==> src/rtl/simon_pkg.sv <==
// Shared types and constants for the Simon game engine.
// SIMON_TIMEOUT_EN (see simon_sequencer) adds a per-press idle timeout.
package simon_pkg;

  typedef enum logic [3:0] {
    IDLE,
    GEN,
    PLAY_OFF,
    PLAY_ON,
    WAIT_PRESS,
    WAIT_REL,
    CHECK,
    LOSE,
    WIN
  } state_t;

  // Galois form of x^16+x^14+x^13+x^11+1
  localparam logic [15:0] LFSR_TAPS    = 16'hB400;
  localparam logic [15:0] DEFAULT_SEED = 16'hACE1;

  function automatic logic [15:0] lfsr_next(input logic [15:0] s);
    return {1'b0, s[15:1]} ^ (s[0] ? LFSR_TAPS : 16'h0000);
  endfunction

endpackage

==> src/rtl/simon_lfsr.sv <==
// Free-running 16-bit Galois LFSR; exposes only the low OUT_W bits.
module simon_lfsr
  import simon_pkg::*;
#(
  parameter logic [15:0] SEED  = DEFAULT_SEED,
  parameter int unsigned OUT_W = 2
) (
  input  logic             clk,
  input  logic             reset_n,
  output logic [OUT_W-1:0] o_bits
);

  logic [15:0] r_lfsr;

  always_ff @(posedge clk or negedge reset_n) begin
    if (!reset_n) begin
      r_lfsr <= SEED;
    end else begin
      r_lfsr <= lfsr_next(r_lfsr);
    end
  end

  assign o_bits = r_lfsr[OUT_W-1:0];

endmodule

==> src/rtl/simon_sequencer.sv <==
// Simon game engine: grows a random sequence, plays it back, checks the player's presses.
// Define SIMON_TIMEOUT_EN to lose the game after TIMEOUT_TICKS idle cycles in WAIT_PRESS.
module simon_sequencer
  import simon_pkg::*;
#(
  parameter int unsigned NUM_BUTTONS   = 4,
  parameter int unsigned MAX_LEN       = 16,
  parameter int unsigned ON_TICKS      = 30,
  parameter int unsigned OFF_TICKS     = 30,
  parameter logic [15:0] LFSR_SEED     = DEFAULT_SEED,
  parameter int unsigned TIMEOUT_TICKS = 300,
  localparam int unsigned BTN_W = ($clog2(NUM_BUTTONS) > 1) ? $clog2(NUM_BUTTONS) : 1,
  localparam int unsigned LEN_W = $clog2(MAX_LEN + 1)
) (
  input  logic             clk,
  input  logic             reset_n,
  input  logic             start,
  input  logic [BTN_W-1:0] player_num,
  input  logic             player_pressed,
  output logic             simon_turn,
  output logic [BTN_W-1:0] simon_num,
  output logic             simon_pressed,
  output logic [LEN_W-1:0] level,
  output logic             game_over,
  output logic             game_won
);

  localparam int unsigned IDX_W  = (MAX_LEN > 1) ? $clog2(MAX_LEN) : 1;
  localparam int unsigned TMAX_A = (ON_TICKS > OFF_TICKS) ? ON_TICKS : OFF_TICKS;
  localparam int unsigned TMAX   = (TIMEOUT_TICKS > TMAX_A) ? TIMEOUT_TICKS : TMAX_A;
  localparam int unsigned CNT_W  = $clog2(TMAX + 1);

  state_t           r_state;
  logic [LEN_W-1:0] r_len;
  logic [IDX_W-1:0] r_idx;
  logic [CNT_W-1:0] r_cnt;
  logic [BTN_W-1:0] r_cap;
  logic             r_prev;
  logic [BTN_W-1:0] r_mem [MAX_LEN];

  logic [BTN_W-1:0] w_rand;
  logic [BTN_W:0]   w_rand_ext;
  logic [BTN_W-1:0] w_val;
  logic             w_edge;
  logic             w_last;

  simon_lfsr #(
    .SEED  (LFSR_SEED),
    .OUT_W (BTN_W)
  ) u_lfsr (
    .clk     (clk),
    .reset_n (reset_n),
    .o_bits  (w_rand)
  );

  // Fold out-of-range LFSR values back into 0..NUM_BUTTONS-1
  assign w_rand_ext = {1'b0, w_rand};
  assign w_val = (w_rand_ext >= (BTN_W + 1)'(NUM_BUTTONS)) ?
                 BTN_W'(w_rand_ext - (BTN_W + 1)'(NUM_BUTTONS)) : w_rand;

  assign w_edge = player_pressed & ~r_prev;
  assign w_last = (LEN_W'(r_idx) == (r_len - LEN_W'(1)));

  always_ff @(posedge clk) begin
    if (r_state == GEN) begin
      r_mem[IDX_W'(r_len)] <= w_val;
    end
  end

  always_ff @(posedge clk or negedge reset_n) begin
    if (!reset_n) begin
      r_state <= IDLE;
      r_len   <= '0;
      r_idx   <= '0;
      r_cnt   <= '0;
      r_cap   <= '0;
      r_prev  <= 1'b0;
    end else begin
      r_prev <= player_pressed;
      unique case (r_state)
        IDLE, LOSE, WIN: begin
          if (start) begin
            r_len   <= '0;
            r_state <= GEN;
          end
        end
        GEN: begin
          r_len   <= r_len + LEN_W'(1);
          r_idx   <= '0;
          r_cnt   <= '0;
          r_state <= PLAY_OFF;
        end
        PLAY_OFF: begin
          if (r_cnt == CNT_W'(OFF_TICKS - 1)) begin
            r_cnt   <= '0;
            r_state <= PLAY_ON;
          end else begin
            r_cnt <= r_cnt + CNT_W'(1);
          end
        end
        PLAY_ON: begin
          if (r_cnt == CNT_W'(ON_TICKS - 1)) begin
            r_cnt <= '0;
            if (w_last) begin
              r_idx   <= '0;
              r_state <= WAIT_PRESS;
            end else begin
              r_idx   <= r_idx + IDX_W'(1);
              r_state <= PLAY_OFF;
            end
          end else begin
            r_cnt <= r_cnt + CNT_W'(1);
          end
        end
        WAIT_PRESS: begin
          if (w_edge) begin
            r_cap   <= player_num;
            r_state <= WAIT_REL;
          end
`ifdef SIMON_TIMEOUT_EN
          else if (r_cnt == CNT_W'(TIMEOUT_TICKS - 1)) begin
            r_state <= LOSE;
          end else begin
            r_cnt <= r_cnt + CNT_W'(1);
          end
`endif
        end
        WAIT_REL: begin
          if (!player_pressed) begin
            r_state <= CHECK;
          end
        end
        CHECK: begin
          if (r_cap != r_mem[r_idx]) begin
            r_state <= LOSE;
          end else if (w_last) begin
            r_state <= (r_len == LEN_W'(MAX_LEN)) ? WIN : GEN;
          end else begin
            r_idx   <= r_idx + IDX_W'(1);
            r_cnt   <= '0;
            r_state <= WAIT_PRESS;
          end
        end
        default: r_state <= IDLE;
      endcase
    end
  end

  assign simon_turn    = (r_state == GEN) || (r_state == PLAY_OFF) || (r_state == PLAY_ON);
  assign simon_pressed = (r_state == PLAY_ON);
  assign simon_num     = simon_pressed ? r_mem[r_idx] : '0;
  assign level         = r_len;
  assign game_over     = (r_state == LOSE);
  assign game_won      = (r_state == WIN);

endmodule

==> config.mk <==
export PLATFORM = sky130hd
export DESIGN_NAME = simon_sequencer
export DESIGN_NICKNAME = d
export VERILOG_FILES = /design/src/rtl/simon_pkg.sv /design/src/rtl/simon_lfsr.sv /design/src/rtl/simon_sequencer.sv
export SDC_FILE = /design/constraint.sdc
export NUM_CORES = 1
export LEC_CHECK = 0
export ABC_AREA = 1
export BUFFER_PORTS_ARGS = -buffer_cell sky130_fd_sc_hd__buf_2
export CORE_ASPECT_RATIO = 0.6
export CORE_MARGIN = 1.5
export CORE_UTILIZATION = 50
export CTS_CLUSTER_DIAMETER = 60
export CTS_CLUSTER_SIZE = 20
export DETAILED_ROUTE_END_ITERATION = 8
export PLACE_DENSITY_LB_ADDON = 0.08
export SETUP_SLACK_MARGIN = 0.05
export SLEW_MARGIN = 30
export SYNTH_ARGS = -nofsm -noshare
export SYNTH_HDL_FRONTEND = slang
export SYNTH_SLANG_ARGS = --single-unit
==> constraint.sdc <==
create_clock -name clk -period 1.8 [get_ports clk]
set_input_delay 0.36 -clock clk [delete_from_list [all_inputs] [get_ports clk]]
set_output_delay 0.36 -clock clk [all_outputs]
set_load 0.01 [all_outputs]
* Word-level counts from Yosys, hierarchy flattened
Memories as Yosys holds them, arrays and structs flattened.
Index checks and enable logic that the tools add are counted.
** Word-level totals
- Register bits :: 41
- RAM bits :: 32
- Word-level logic and storage cells :: 75
- Memories kept :: 1
** Operators by class
- Add/sub/neg operators :: 5
- Order comparisons :: 1
- Equality and inequality tests :: 19
- Multiplexer cells :: 26
- Bitwise gates (word level) :: 3
- Reduce and logical (&&, ||, !) cells :: 13
** Memories
- r_mem :: words 16, bits a word 2, rd ports 1, clocked after memory_dff 0, wr ports 1, line simon_sequencer.sv:39 : logic [BTN_W-1:0] r_mem [MAX_LEN];
** Operators with widths (count)
- $mux W4 :: 12
- $pmux W4 S7 :: 1
- $mux W9 :: 3
- $pmux W9 S3 :: 1
- $eq A4 B3 Y1 const B :: 4
- $mux W16 :: 1
- $xor A15 B16 Y16 :: 1
- $ne A2 B2 Y1 const B :: 6
- $pmux W4 S3 :: 1
- $pmux W5 S2 :: 1
- $add A9 B1 Y9 const B :: 1
- $eq A9 B5 Y1 const B :: 1
- $eq A4 B2 Y1 const B :: 2
- $reduce_bool A3 Y1 :: 2
- $add A5 B1 Y5 const B :: 1
- $eq A4 B5 Y1 :: 1
- $eq A5 B5 Y1 const B :: 1
- $mux W5 :: 1
- $reduce_and A5 Y1 :: 1
- $sub A5 B1 Y5 const B :: 1
- $add A4 B1 Y4 const B :: 1
- $eq A4 B1 Y1 const B :: 1
- $eq A4 B4 Y1 const B :: 1
- $logic_not A4 Y1 :: 1
- 16 further kinds :: 20

* Depth between registers and ports, before layout
- Depth in word-level cells :: 5
- Gate-level depth with buffers :: 14
- Depth with buffers taken out :: 14

* Hierarchy
Synthesis repeated with hierarchy kept, for this count alone.
** Second synthesis, totals
- Cells, all modules :: 433
- Area total of the unflattened synthesis :: 3633.5 um^2
** Modules (own cells, without submodules)
- simon_sequencer :: instances 1, cells each 402, area each 3159.3 um^2, seq. area each 1586.5 um^2
- simon_lfsr :: instances 1, cells each 31, area each 474.2 um^2, seq. area each 410.4 um^2

* Worst setup path before layout
OpenSTA, ideal clock, no wires.
- Path kind :: flip-flop to flip-flop
- From :: reg r_len[0], in the netlist level[0]
- To :: reg r_cnt[4]
- Setup time :: 67 ps
- Arrival time :: 1828 ps
- Setup slack :: -95 ps
- Stages on the path, launching flop included :: 12
- Buffers on the path :: 0
- Clock period less this slack :: 1895 ps
- Path through :: dfrtp_1 -> inv_1 -> ha_1 -> xnor2_1 -> nor2_1 -> nor3_1 -> nand2_1 -> inv_1 -> nand2_2 -> nand3_4 -> nand2_1 -> nand2_1
** On the way
- Cells in the longest elaborated chain, start to end :: 4
** Ends and longest elaborated chain
- from (decl) :: line simon_sequencer.sv:34 : logic [LEN_W-1:0] r_len;
- from (signal assigned) :: line simon_sequencer.sv:88 : r_len <= r_len + LEN_W'(1);
- $sub A5 B1 Y5 :: line simon_sequencer.sv:62 : assign w_last = (LEN_W'(r_idx) == (r_len - LEN_W'(1)));
- $eq A4 B5 Y1 :: line simon_sequencer.sv:62
- $ne A2 B2 Y1 (no line)
- $reduce_and A3 Y1 (no line)
- to (signal assigned) :: line simon_sequencer.sv:98 : r_cnt <= r_cnt + CNT_W'(1);
- to (signal assigned) :: line simon_sequencer.sv:112 : r_cnt <= r_cnt + CNT_W'(1);
- to (decl) :: line simon_sequencer.sv:36 : logic [CNT_W-1:0] r_cnt;
Every way passes these cells.
A chain may end at the register's enable or synchronous reset.

* Worst setup path in the final report
- From :: reg r_idx[0]
- To :: out simon_num[0]
** On the way
- Cells in the longest elaborated chain, start to end :: 2
** Ends and longest elaborated chain
- from (decl) :: line simon_sequencer.sv:35 : logic [IDX_W-1:0] r_idx;
- from (signal assigned) :: line simon_sequencer.sv:108 : r_idx <= r_idx + IDX_W'(1);
- from (signal assigned) :: line simon_sequencer.sv:139 : r_idx <= r_idx + IDX_W'(1);
- $mem_v2 Z16 W2
- $mux W2 :: line simon_sequencer.sv:151 : assign simon_num = simon_pressed ? r_mem[r_idx] : '0;
- to (decl) :: line simon_sequencer.sv:21 : output logic [BTN_W-1:0] simon_num,
Every way passes these cells.

==> results.md <==
Logic synthesis:
- In the synthesized netlist, mux cells make up 0% of the area.
- In this run, synthesis produced a sequential element count of 73.
- The synthesized netlist devotes 1.68% of its cell area to XOR and XNOR gates.
- After synthesis, the share of flip-flops with an asynchronous set or reset is 56.2%.
- The total of warnings raised by yosys is 0.
- The number of library cell types mapped by synthesis is 31.
- Counting every net in the synthesized netlist gives 440.
- After synthesis, the largest family of logic cells by area is simple AND/OR/NAND/NOR gates.
- The number of enable-type register cells in the synthesized netlist is 32.
- The share of the Yosys chip area taken by registers is 54.6%.
- Each instance of the synthesized netlist takes up on average 8.57 um2.
- Summing the areas of all and, or, nand and nor instances in the mapped netlist gives 29.7% of the synthesized area.
- The synthesized netlist devotes 2.39% of its cell area to adder and majority cells.
- The cell area after technology mapping is 3660 um2.
- The post-synthesis compound-gate area fraction is 3.21%.
- The leading register cell type out of synthesis is sky130_fd_sc_hd__dfrtp_1.
- In the synthesized netlist, the number of instances is 427.

Detailed routing:
- Using the TritonRoute via totals, the vias-per-cell ratio works out to 5.39.
- Wire segments on met2 add up to 4140 um in the final route.
- Detailed routing inserted a total of 3178 vias.
- The met3 wire length is 744 um.
- The routed length per placed instance is 16.6 um.
- Signal routing reaches up to met4.
- The routed length on met1 is 4800 um.
- After the first detailed-routing iteration, the DRC count stood at 315.
- The count of nets left with antenna violations once routing finished came out at 0.
- Wires add up to 9790 um.
- For this run, the detailed router's first-pass iteration total came to 5.
- The total DRC errors in the routed layout is 0.

Power and ir drop:
- In this run the power density over the cells is 1460 nW/um2.
- The leakage component of the power is 0.00247 uW.
- The fraction of power consumed by sequential logic is 28.5%.
- Of the total power, the share spent switching nets is 38.8%.
- Summing internal, switching and leakage power gives 7220 uW.
- Combinational logic is responsible for 46.0% of the overall power.
- The largest voltage drop on the vdd net is 1100 uV.
- The clock power share is 25.5%.
- The internal power contribution is 4410 uW.
- In this run the power spent charging and discharging nets is 2800 uW.

Hold path:
- In this run the worst hold path is classified as input port to asynchronous set/reset pin.

Worst setup path:
- In this design, the critical path's most frequently occurring cell is sky130_fd_sc_hd__nand3_2.
- The largest driver fanout on the critical path is 8.
- STA puts the critical path data required time at 1.44 ns.
- The capturing element type of the critical path is an output pin.
- The critical path goes through buf_12, or2_2, nand3_2, nand3_2, nand3_4, a21oi_2, buf_2.
- The data arrival time at the worst-slack endpoint is 1.72 ns.
- The category of the critical setup timing path is flop to output pin.
- The slowest stage cell on the critical path is sky130_fd_sc_hd__dfrtp_2.
- The startpoint of the worst-slack reg-to-reg timing path is r_idx[0]$_DFFE_PN0P_.
- The delay of the slowest cell on the worst path is 0.47 ns.
- The element type at the critical path start is a flop.
- The worst setup path startpoint is r_idx[0]$_DFFE_PN0P_.

STA:
- The setup TNS is -4.08 ns.
- The final critical path takes up 115% of the cycle.
- Setup repair after global routing could not meet its margin everywhere.
- Setup violations remaining at the end of the flow were counted as 19.
- The relative max-transition margin is 55.2%.
- The number of hold violations in the final report is 0.
- The final setup skew is 0.00809 ns.
- Based on the critical path, the design can be clocked at up to 482 MHz.
- The transition time at the pin with the least slew margin is 0.665 ns.
- The post-route worst hold slack is 0.0868 ns.
- The final number of max-transition violations came to 0.
- The routed design could run at a clock period as short as 2.08 ns.
- Across all setup checks in the final design, the least slack found is -0.275 ns.

Floorplan:
- The die outline area is 7860 um2.
- The die extent in y is 69.3 um.
- The core region is 6880 um2.
- From left edge to right edge, the die measures 113 um.
- The site row count is 23.
- The starting utilization of the core area is 53.2%.
- During I/O placement, the number of pins put on the boundary was 17.

Placement:
- The count of buffers from port buffering is 16.
- The number of placed cells counting well taps is 561.
- The placed wire-length estimate after detailed placement is 6460 um.
- Routability-driven placement finished with a final weighted congestion of 0.882.

GRT:
- The number of global-route vias before repair is 2977.
- The global route total overflow is 0.
- The total routing resource utilization after global routing is 25.5%.
- The first global-routing pass estimated 15200 um of wire.
- The number of antenna violations at the first check in global routing is 0.
- The largest net degree at the start of global routing is 42.

Finish:
- The layout net count is 511.
- The post-route netlist has 37.4% of its cells at a drive strength greater than 1.
- The filler cell count in the final layout is 511.
- For this run, the number of standard cells in the final layout without fillers is 590.
- The repair_antennas step left the layout with diodes totalling 0.
- The synthesis-to-layout area growth is 35.4%.
- The final cell utilization of the core is 72.0%.

Clock network:
- The CTS buffer count is 9.
- In this run the clock root is driven by a sky130_fd_sc_hd__clkbuf_16.
- The number of clock sinks seen by CTS is 73.
- The level count of the clock H-tree is 3.
- The later pin in the worst-skew pair is clocked with a latency of 0.33 ns.
- In this run, post-CTS hold repair placed 0 buffers.
- TritonCTS built the clock tree.
- The maximum number of buffers from clock root to sink is 2.
- The CTS clock-pin slew for the worst setup and hold paths is 0.06 ns.

Job:
- The max-cap check violation count is 0.

Status:
- The checks that failed: setup timing.
- The run finished, with violations left.
-- synth_stat cells (2+ instances only) --
library cell,count,area [um2]
sky130_fd_sc_hd__a21oi_1,9,45.0
sky130_fd_sc_hd__buf_2,4,20.0
sky130_fd_sc_hd__buf_4,2,15.0
sky130_fd_sc_hd__dfrtp_1,33,826
sky130_fd_sc_hd__dfstp_2,8,210
sky130_fd_sc_hd__edfxtp_1,32,961
sky130_fd_sc_hd__ha_1,7,87.6
sky130_fd_sc_hd__inv_1,65,244
sky130_fd_sc_hd__inv_2,4,15.0
sky130_fd_sc_hd__nand2_1,125,469
sky130_fd_sc_hd__nand2_2,2,12.5
sky130_fd_sc_hd__nand3_1,51,255
sky130_fd_sc_hd__nand4_1,12,75.1
sky130_fd_sc_hd__nor2_1,34,128
sky130_fd_sc_hd__nor2_2,2,12.5
sky130_fd_sc_hd__nor3_1,5,25.0
sky130_fd_sc_hd__o21ai_0,9,45.0
sky130_fd_sc_hd__or2_2,5,31.3
sky130_fd_sc_hd__xor2_1,6,52.6
-- cell usage in the layout, fill, tap and decap left out, types with 9 or more instances in the layout --
master and count:
sky130_fd_sc_hd__nand4_1 12, sky130_fd_sc_hd__dfrtp_1 29, sky130_fd_sc_hd__clkbuf_16 9, sky130_fd_sc_hd__buf_2 15
sky130_fd_sc_hd__nand3_1 22, sky130_fd_sc_hd__nand2_2 23, sky130_fd_sc_hd__edfxtp_1 32, sky130_fd_sc_hd__nor2_1 27
sky130_fd_sc_hd__nand2_1 97, sky130_fd_sc_hd__nand3_2 27, sky130_fd_sc_hd__inv_1 61, sky130_fd_sc_hd__buf_4 41
-- worst max-delay path: cells and delay by family (launching register included) --
kind | cells | cell delay (ns)
compound gates | 1 | 0.06
buf+inv | 2 | 0.30
flops | 1 | 0.47
simple gates | 4 | 0.54
-- final timing paths --
path | endpoint | slack (ns) | cells after the start
max in group asynchronous | r_idx[0]$_DFFE_PN0P_ | 1.32 | 2
hold / removal | u_lfsr.r_lfsr[12]$_DFF_PN0_ | 0.09 | 2
setup / recovery | simon_num[0] | -0.28 | 7
setup reg to reg | r_cnt[2]$_DFFE_PN0P_ | -0.26 | 13
min in group clk | r_prev$_DFF_PN0_ | 0.19 | 1
hold reg to reg | u_lfsr.r_lfsr[1]$_DFF_PN0_ | 0.34 | 0
-- cells by family after synthesis --
| family | Yosys count |
|---|---|
| AND/OR/NAND/NOR | 243 |
| buffers and inverters | 77 |
| flip-flops | 73 |
| AO/OA/AOI/OAI | 20 |
| XOR/XNOR | 7 |
| adder cells (fa/ha/maj) | 7 |
-- power groups by stage --
stage / clock [uW] / combinational [uW] / sequential [uW]
after floorplan: 0 / 1480 / 2050
after global placement: 0 / 2420 / 2040
after detailed placement: 0 / 2450 / 2050
after CTS: 1870 / 3030 / 2040
after global routing: 1930 / 3610 / 2070
final: 1840 / 3320 / 2050
-- sequential cells by signal, indices dropped and copies added (netlist names) --
| name | cells |
|---|---|
| r_mem | 32 |
| level | 5 |
| r_prev | 1 |
| u_lfsr.r_lfsr | 16 |
| r_state | 4 |
| r_cap | 2 |
| r_idx | 4 |
| r_cnt | 9 |
-- per-stage QoR --
| stage | cell area [um2] | worst slack, ns |
|---|---|---|
| after detailed placement | 4120 | -0.104 |
| after global routing | 4950 | -0.342 |
| after floorplan | 3670 | 0.0725 |
| after CTS | 4760 | -0.259 |
| after global placement | 4120 | -0.0732 |
| final | 4950 | -0.275 |
-- layer usage --
layer / vias to the layer above / GRT usage [%]
met2: 136 / 34.1
met4: 0 / 6.53
met3: 11 / 6.29
met5: - / 0
met1: 1515 / 40.9
li1: 1516 / -
-- what timing repair did --
| item | 4_1_cts | 5_1_grt |
|---|---|---|
| pin swaps | 25 | 19 |
| buffers inserted | 7 | 4 |
| endpoints found under the setup margin | 32 | 28 |
| resized for setup | 55 | 49 |
| cloned | 3 | 0 |
-- area by class of cell --
type | count | area (um2) | area share, %
Clock buffer | 10 | 239 | 4.82
Clock inverter | 6 | 73.8 | 1.49
Tap cell | 87 | 109 | 2.20
Inverter | 70 | 279 | 5.63
Multi-Input combinational cell | 279 | 1730 | 35.0
Sequential cell | 73 | 2000 | 40.4
Timing Repair Buffer | 65 | 519 | 10.5
(Power assumes the default switching activity.)
